<file path="config.mk">
export PLATFORM = sky130hd
export DESIGN_NAME = rom_burst_reader
export DESIGN_NICKNAME = d
export VERILOG_FILES = /design/src/rtl/rom_burst_pkg.sv /design/src/rtl/rom_burst_reader_bank.sv /design/src/rtl/rom_burst_reader.sv
export SDC_FILE = /design/constraint.sdc
export NUM_CORES = 1
export LEC_CHECK = 0
export CELL_PAD_IN_SITES_DETAIL_PLACEMENT = 1
export CELL_PAD_IN_SITES_GLOBAL_PLACEMENT = 2
export CORE_MARGIN = 2
export CORE_UTILIZATION = 29
export CTS_BUF_LIST = sky130_fd_sc_hd__clkbuf_2
export CTS_CLUSTER_SIZE = 16
export DETAILED_ROUTE_END_ITERATION = 7
export PLACE_DENSITY_LB_ADDON = 0.2
export SLEW_MARGIN = 10
export SYNTH_ARGS = -nofsm -noshare
export SYNTH_HDL_FRONTEND = slang
export SYNTH_SLANG_ARGS = --single-unit
</file>
<file path="constraint.sdc">
create_clock -name clk -period 3 [get_ports clk]
set_input_delay 0.45 -clock clk [delete_from_list [all_inputs] [get_ports clk]]
set_output_delay 0.45 -clock clk [all_outputs]
set_load 0.01 [all_outputs]
</file>
<file path="src/rtl/rom_burst_pkg.sv">
// Shared types and table definitions for the burst-reading lookup ROM.
package rom_burst_pkg;

  typedef enum logic {
    IDLE   = 1'b0,
    STREAM = 1'b1
  } state_t;

  localparam int T_ID  = 0;
  localparam int T_SQR = 1;
  localparam int T_INV = 2;
  localparam int T_LIN = 3;

  // Word of table `tbl` at address `a`. Computed 32 bits wide; callers
  // truncate to DATA_W, which yields the result mod 2**DATA_W.
  function automatic logic [31:0] rom_word(input int tbl, input logic [31:0] a);
    logic [31:0] w;
    case (tbl)
      T_ID:    w = a;
      T_SQR:   w = a * a;
      T_INV:   w = ~a;
      default: w = 32'd3 * a + 32'd1;
    endcase
    return w;
  endfunction

endpackage

</file>
<file path="src/rtl/rom_burst_reader_bank.sv">
// rom_table_bank: combinational read of every table at one address.
// With ROM_PARITY_EN defined it also produces even parity per word.
module rom_table_bank
  import rom_burst_pkg::*;
#(
  parameter int DATA_W     = 8,
  parameter int ADDR_W     = 3,
  parameter int NUM_TABLES = 4
) (
  input  logic [ADDR_W-1:0]            addr,
`ifdef ROM_PARITY_EN
  output logic [NUM_TABLES-1:0]        par,
`endif
  output logic [NUM_TABLES*DATA_W-1:0] words
);

  for (genvar t = 0; t < NUM_TABLES; t++) begin : g_tbl
    assign words[t*DATA_W +: DATA_W] = DATA_W'(rom_word(t, 32'(addr)));
`ifdef ROM_PARITY_EN
    assign par[t] = ^words[t*DATA_W +: DATA_W];
`endif
  end

endmodule

</file>
<file path="src/rtl/rom_burst_reader.sv">
// rom_burst_reader: walks a burst of consecutive ROM addresses (mod depth)
// and streams one word per table per beat on a valid/ready port.
// ce=0 freezes all state and masks valid_o.
// Optional feature macro: ROM_PARITY_EN (registered per-table parity on par_o).
module rom_burst_reader
  import rom_burst_pkg::*;
#(
  parameter int DATA_W     = 8,
  parameter int ADDR_W     = 3,
  parameter int NUM_TABLES = 4
) (
  input  logic                         clk,
  input  logic                         rst,
  input  logic                         ce,
  input  logic                         start,
  input  logic [ADDR_W-1:0]            start_addr,
  input  logic [ADDR_W-1:0]            burst_len,
  output logic [NUM_TABLES*DATA_W-1:0] data_o,
  output logic                         valid_o,
  input  logic                         ready_i,
  output logic                         last_o,
  output logic                         busy_o,
  output logic [NUM_TABLES-1:0]        par_o
);

  state_t                      state_q, state_d;
  logic [ADDR_W-1:0]           addr_q, addr_d;
  logic [ADDR_W-1:0]           rem_q, rem_d;
  logic                        valid_q, valid_d;
  logic                        last_q, last_d;
  logic                        load;
  logic [ADDR_W-1:0]           bank_addr;
  logic [NUM_TABLES*DATA_W-1:0] bank_words;
  logic [NUM_TABLES*DATA_W-1:0] data_q;

`ifdef ROM_PARITY_EN
  logic [NUM_TABLES-1:0]       bank_par;
  logic [NUM_TABLES-1:0]       par_q;
`endif

  // The bank always looks up the address that would be loaded next.
  rom_table_bank #(
    .DATA_W    (DATA_W),
    .ADDR_W    (ADDR_W),
    .NUM_TABLES(NUM_TABLES)
  ) u_bank (
    .addr (bank_addr),
`ifdef ROM_PARITY_EN
    .par  (bank_par),
`endif
    .words(bank_words)
  );

  // Next-state and output-register update decisions.
  always_comb begin
    state_d   = state_q;
    addr_d    = addr_q;
    rem_d     = rem_q;
    valid_d   = valid_q;
    last_d    = last_q;
    load      = 1'b0;
    bank_addr = addr_q + 1'b1;
    case (state_q)
      IDLE: begin
        bank_addr = start_addr;
        if (start) begin
          state_d = STREAM;
          addr_d  = start_addr;
          rem_d   = burst_len;
          load    = 1'b1;
          valid_d = 1'b1;
          last_d  = (burst_len == '0);
        end
      end
      STREAM: begin
        if (valid_q && ready_i) begin
          if (last_q) begin
            state_d = IDLE;
            valid_d = 1'b0;
            last_d  = 1'b0;
          end else begin
            addr_d = addr_q + 1'b1;
            rem_d  = rem_q - 1'b1;
            load   = 1'b1;
            last_d = (rem_q == ADDR_W'(1));
          end
        end
      end
      default: state_d = IDLE;
    endcase
  end

  // State and output registers; ce=0 holds everything.
  always_ff @(posedge clk or posedge rst) begin
    if (rst) begin
      state_q <= IDLE;
      addr_q  <= '0;
      rem_q   <= '0;
      valid_q <= 1'b0;
      last_q  <= 1'b0;
      data_q  <= '0;
    end else if (ce) begin
      state_q <= state_d;
      addr_q  <= addr_d;
      rem_q   <= rem_d;
      valid_q <= valid_d;
      last_q  <= last_d;
      if (load) data_q <= bank_words;
    end
  end

`ifdef ROM_PARITY_EN
  // Parity registered alongside data_q so it holds and advances with it.
  always_ff @(posedge clk or posedge rst) begin
    if (rst)            par_q <= '0;
    else if (ce && load) par_q <= bank_par;
  end
  assign par_o = par_q;
`else
  assign par_o = '0;
`endif

  assign data_o  = data_q;
  assign valid_o = valid_q & ce;
  assign last_o  = last_q;
  assign busy_o  = (state_q == STREAM);

endmodule

</file>
==> results.py <==
metrics = {
    "sta": {
        "finalHoldViolCount": 0,
        "rsz0062_at_grt": "false",
        "worst_slack_ns": 0.6188,
        "finalSetupViolations": 0,
        "finalClockSkew_ns": 0.006837,
        "final_max_slew_viol_count": 0,
        "fin_crit_ns": 2.381,
        "worst_slew_pin_slew_ns": 0.9653,
        "max_freq_mhz": 420.0,
        "timing.final.crit_share_pct": 79.37,
        "maxSlewHeadroom_pct": 35.57,
        "finalSetupTns_ns": 0,
    },
    "synthesis": {
        "syn-instance-count": 152,
        "synth_area_um2": 1439,
        "ys_ff_latch": 24,
        "yosys.cell_types.count": 36,
        "ys_top_cells_by_area": "dfrtp_1, buf_4, ha_1, nand2_1, nor2_1",
        "ys_warn_count": 0,
        "yosysTopAreaCell": "dfrtp_1",
        "synth.top_cell.area_share_pct": 41.74,
        "syn_area_per_cell_um2": 9.466,
        "yosysSeqAreaShare_pct": 41.74,
    },
    "final_layout": {
        "final_common_cell": "clkdlybuf4s50_1",
        "antenna_cells": 0,
        "nets": 198,
        "final_cell_mix": "clkdlybuf4s50_1, dfrtp_1, nand2_1",
        "area_growth_pct": 22.35,
        "drive_gt1_share_pct": 7.865,
    },
    "global_routing": {
        "grt_pass1_vias": 1104,
        "grtUsageTotal_pct": 12.00,
        "grt_max_degree": 25,
        "antenna_found_initial": 0,
        "grt_pass1_wl_um": 5147,
        "grt_remaining_overflow": 0,
    },
    "power": {
        "pwr-share-comb_pct": 54.3,
        "p_leak_nw": 0.8102,
        "switchingPower_uw": 596.3,
        "p_int_mw": 1.011,
        "p_per_area_nw_per_um2": 913.1,
        "seqPwrFrac_pct": 32.2,
        "switching_share_pct": 37.09,
        "vdd_drop_max_uv": 268.6,
        "power_frac_clock_pct": 13.5,
    },
    "setup_path": {
        "worst-path-buf-inv": 0,
        "slowest_delay_ns": 0.82,
        "r2r-start": "busy_o",
        "required_ns": 3.27,
        "worst_r2r_path_depth": 6,
        "cp_data_arrival_time_ns": 2.66,
        "path_cells": "nor2b_1 -> or2_0 -> ha_1 -> o211ai_1 -> a21oi_1 -> o31ai_2",
        "reg2reg_to": "data_o[27]",
        "end_kind": "register",
        "regToRegSetupSlack_ns": 0.62,
        "critPathSlowestCell": "dfrtp_1",
        "start_kind": "register",
        "path_max_fanout": 20,
        "critPathLaunch": "busy_o",
        "critPathKind": "register to register",
        "crit_family": "flip-flops",
    },
    "drt": {
        "vias_per_cell": 4.290,
        "ant_nets": 0,
        "vias": 1051,
        "wl_um": 3112,
        "drc": 0,
        "drtPass1Iterations": 4,
        "routedWlPerCell_um": 12.70,
        "drt_iter0_drc": 25,
    },
    "clock_tree": {
        "clk_latency_ns": 0.34,
        "cts_sinks": 24,
        "numCtsBuffers": 3,
        "cts-resized-gates": 0,
        "cts_setup_buffers": 0,
        "root_buffer": "clkbuf_2",
        "cts.clk_slew.worst_paths_ns": 0.25,
        "ctsHtreeMaxLevel": 1,
        "cts_tree": "built",
        "clk_path_buf_depth": 2,
        "cts-hold-fix-buffers": 0,
    },
    "floorplanning": {
        "die_h_um": 74.44,
        "coreArea_um2": 4755,
        "die_x_um": 74.44,
        "start_util_pct": 30.26,
        "die_area_um2": 5541,
        "std_cell_rows": 25,
        "ios": 50,
    },
    "placed_design": {
        "dp_slack_ns": 0.5835,
        "globalplace.congestion": 0.6951,
        "port_buffers": 34,
        "hpwl_um": 2377,
    },
    "worst_hold_path": {
        "holdPathEnd": "data_o[13]",
        "holdCritStartpoint": "data_o[13]",
        "min_path_cells": 2,
        "min_path_type": "register to register",
    },
    "run_status": {
        "status": "completed",
    },
    "run": {
        "maxCapViolations": 0,
    },
}
routing by layer:
| layer | part of all wire, % | up-vias | GRT usage (%) |
|---|---|---|---|
| met2 | 50 | 26 | 20.65 |
| met5 | 0 | - | 0 |
| li1 | - | 513 | - |
| met4 | 0.74 | 0 | 3.571 |
| met3 | 4.0 | 2 | 1.897 |
| met1 | 45 | 510 | 15.52 |
state kept, by name, summed over array words and instances (netlist names):
name and count:
busy_o 1, addr_q 3, data_o 15, last_o 1, valid_q 1, rem_q 3
stage by stage:
step	cell area, um^2	utilization, %	hold slack [ns]	std cells	power [mW]
2_1_floorplan	1491	-	0.4544	166	1.077
3_3_place_gp	1715	36.08	0.4615	241	1.366
3_5_place_dp	1715	36.08	0.4664	241	1.414
4_1_cts	1760	37.03	0.5236	245	1.642
5_1_grt	1760	37.03	0.5543	245	1.759
6_report	1760	37.03	0.5083	245	1.607
power groups by stage:
stage / Clock, mW / Sequential [mW] / Combinational [mW]
after floorplan: 0 / 0.562 / 0.515
after global placement: 0 / 0.523 / 0.844
after detailed placement: 0 / 0.530 / 0.884
after CTS: 0.232 / 0.522 / 0.887
after global routing: 0.245 / 0.539 / 0.975
final: 0.217 / 0.517 / 0.873
worst register-to-register path: stages (launching register included):
cell and delay (ns):
dfrtp_1 0.82, nor2b_1 0.26, or2_0 0.43, ha_1 0.35, o211ai_1 0.14, a21oi_1 0.12
o31ai_2 0.21
how the worst max path moves through the flow:
stage / end / slack [ns] / cells after the start
3_3_place_gp: data_o[27] / 0.72 / 7
5_1_grt: data_o[27] / 0.44 / 6
2_1_floorplan: data_o[27] / 1.07 / 7
3_5_place_dp: data_o[27] / 0.58 / 7
4_1_cts: data_o[27] / 0.61 / 6
6_report: data_o[27] / 0.62 / 6
cell usage after synthesis:
cell,number
buf_2,1
ha_1,8
o211ai_1,1
o21a_1,3
and2_1,1
a21o_1,4
nor2b_1,3
nor3_1,1
nand2b_1,1
inv_1,6
o21ai_1,1
nor4_1,1
nor4bb_1,1
nand2_1,20
nor2_1,14
dfrtp_1,24
and4b_4,1
and4_1,1
nor2b_2,1
a211oi_2,1
mux2i_1,1
nand3_1,1
buf_6,3
clkbuf_1,1
buf_4,23
conb_1,1
o21ai_2,1
o21ai_0,8
a21oi_1,7
and3_1,2
o21ai_4,1
or2_2,1
o31ai_2,2
xnor2_1,4
or2_0,1
o31ai_1,1
kinds of logic (layout without fill, tap and decap cells):
| kind of cell | count (synthesis) | after routing | synth area share (%) |
|---|---|---|---|
| AO/OA/AOI/OAI | 30 | 30 | 14.61 |
| multiplexers | 1 | 1 | 0.6957 |
| adder cells (fa/ha/maj) | 8 | 8 | 6.957 |
| flip-flops | 24 | 24 | 41.74 |
| other | 1 | 15 | 0.2606 |
| XOR/XNOR | 4 | 4 | 2.435 |
| AND/OR/NAND/NOR | 50 | 50 | 16.78 |
| buffers and inverters | 34 | 46 | 16.52 |
layout make-up:
type	instances	area [um^2]
timing repair buffer	36	355.3
fill	562	2994
tap	67	83.83
multi-input combinational	108	653.1
clock buffer	3	15.01
inverter	6	22.52
clock inverter	1	30.03
sequential	24	600.6
(Power assumes the default switching activity.)
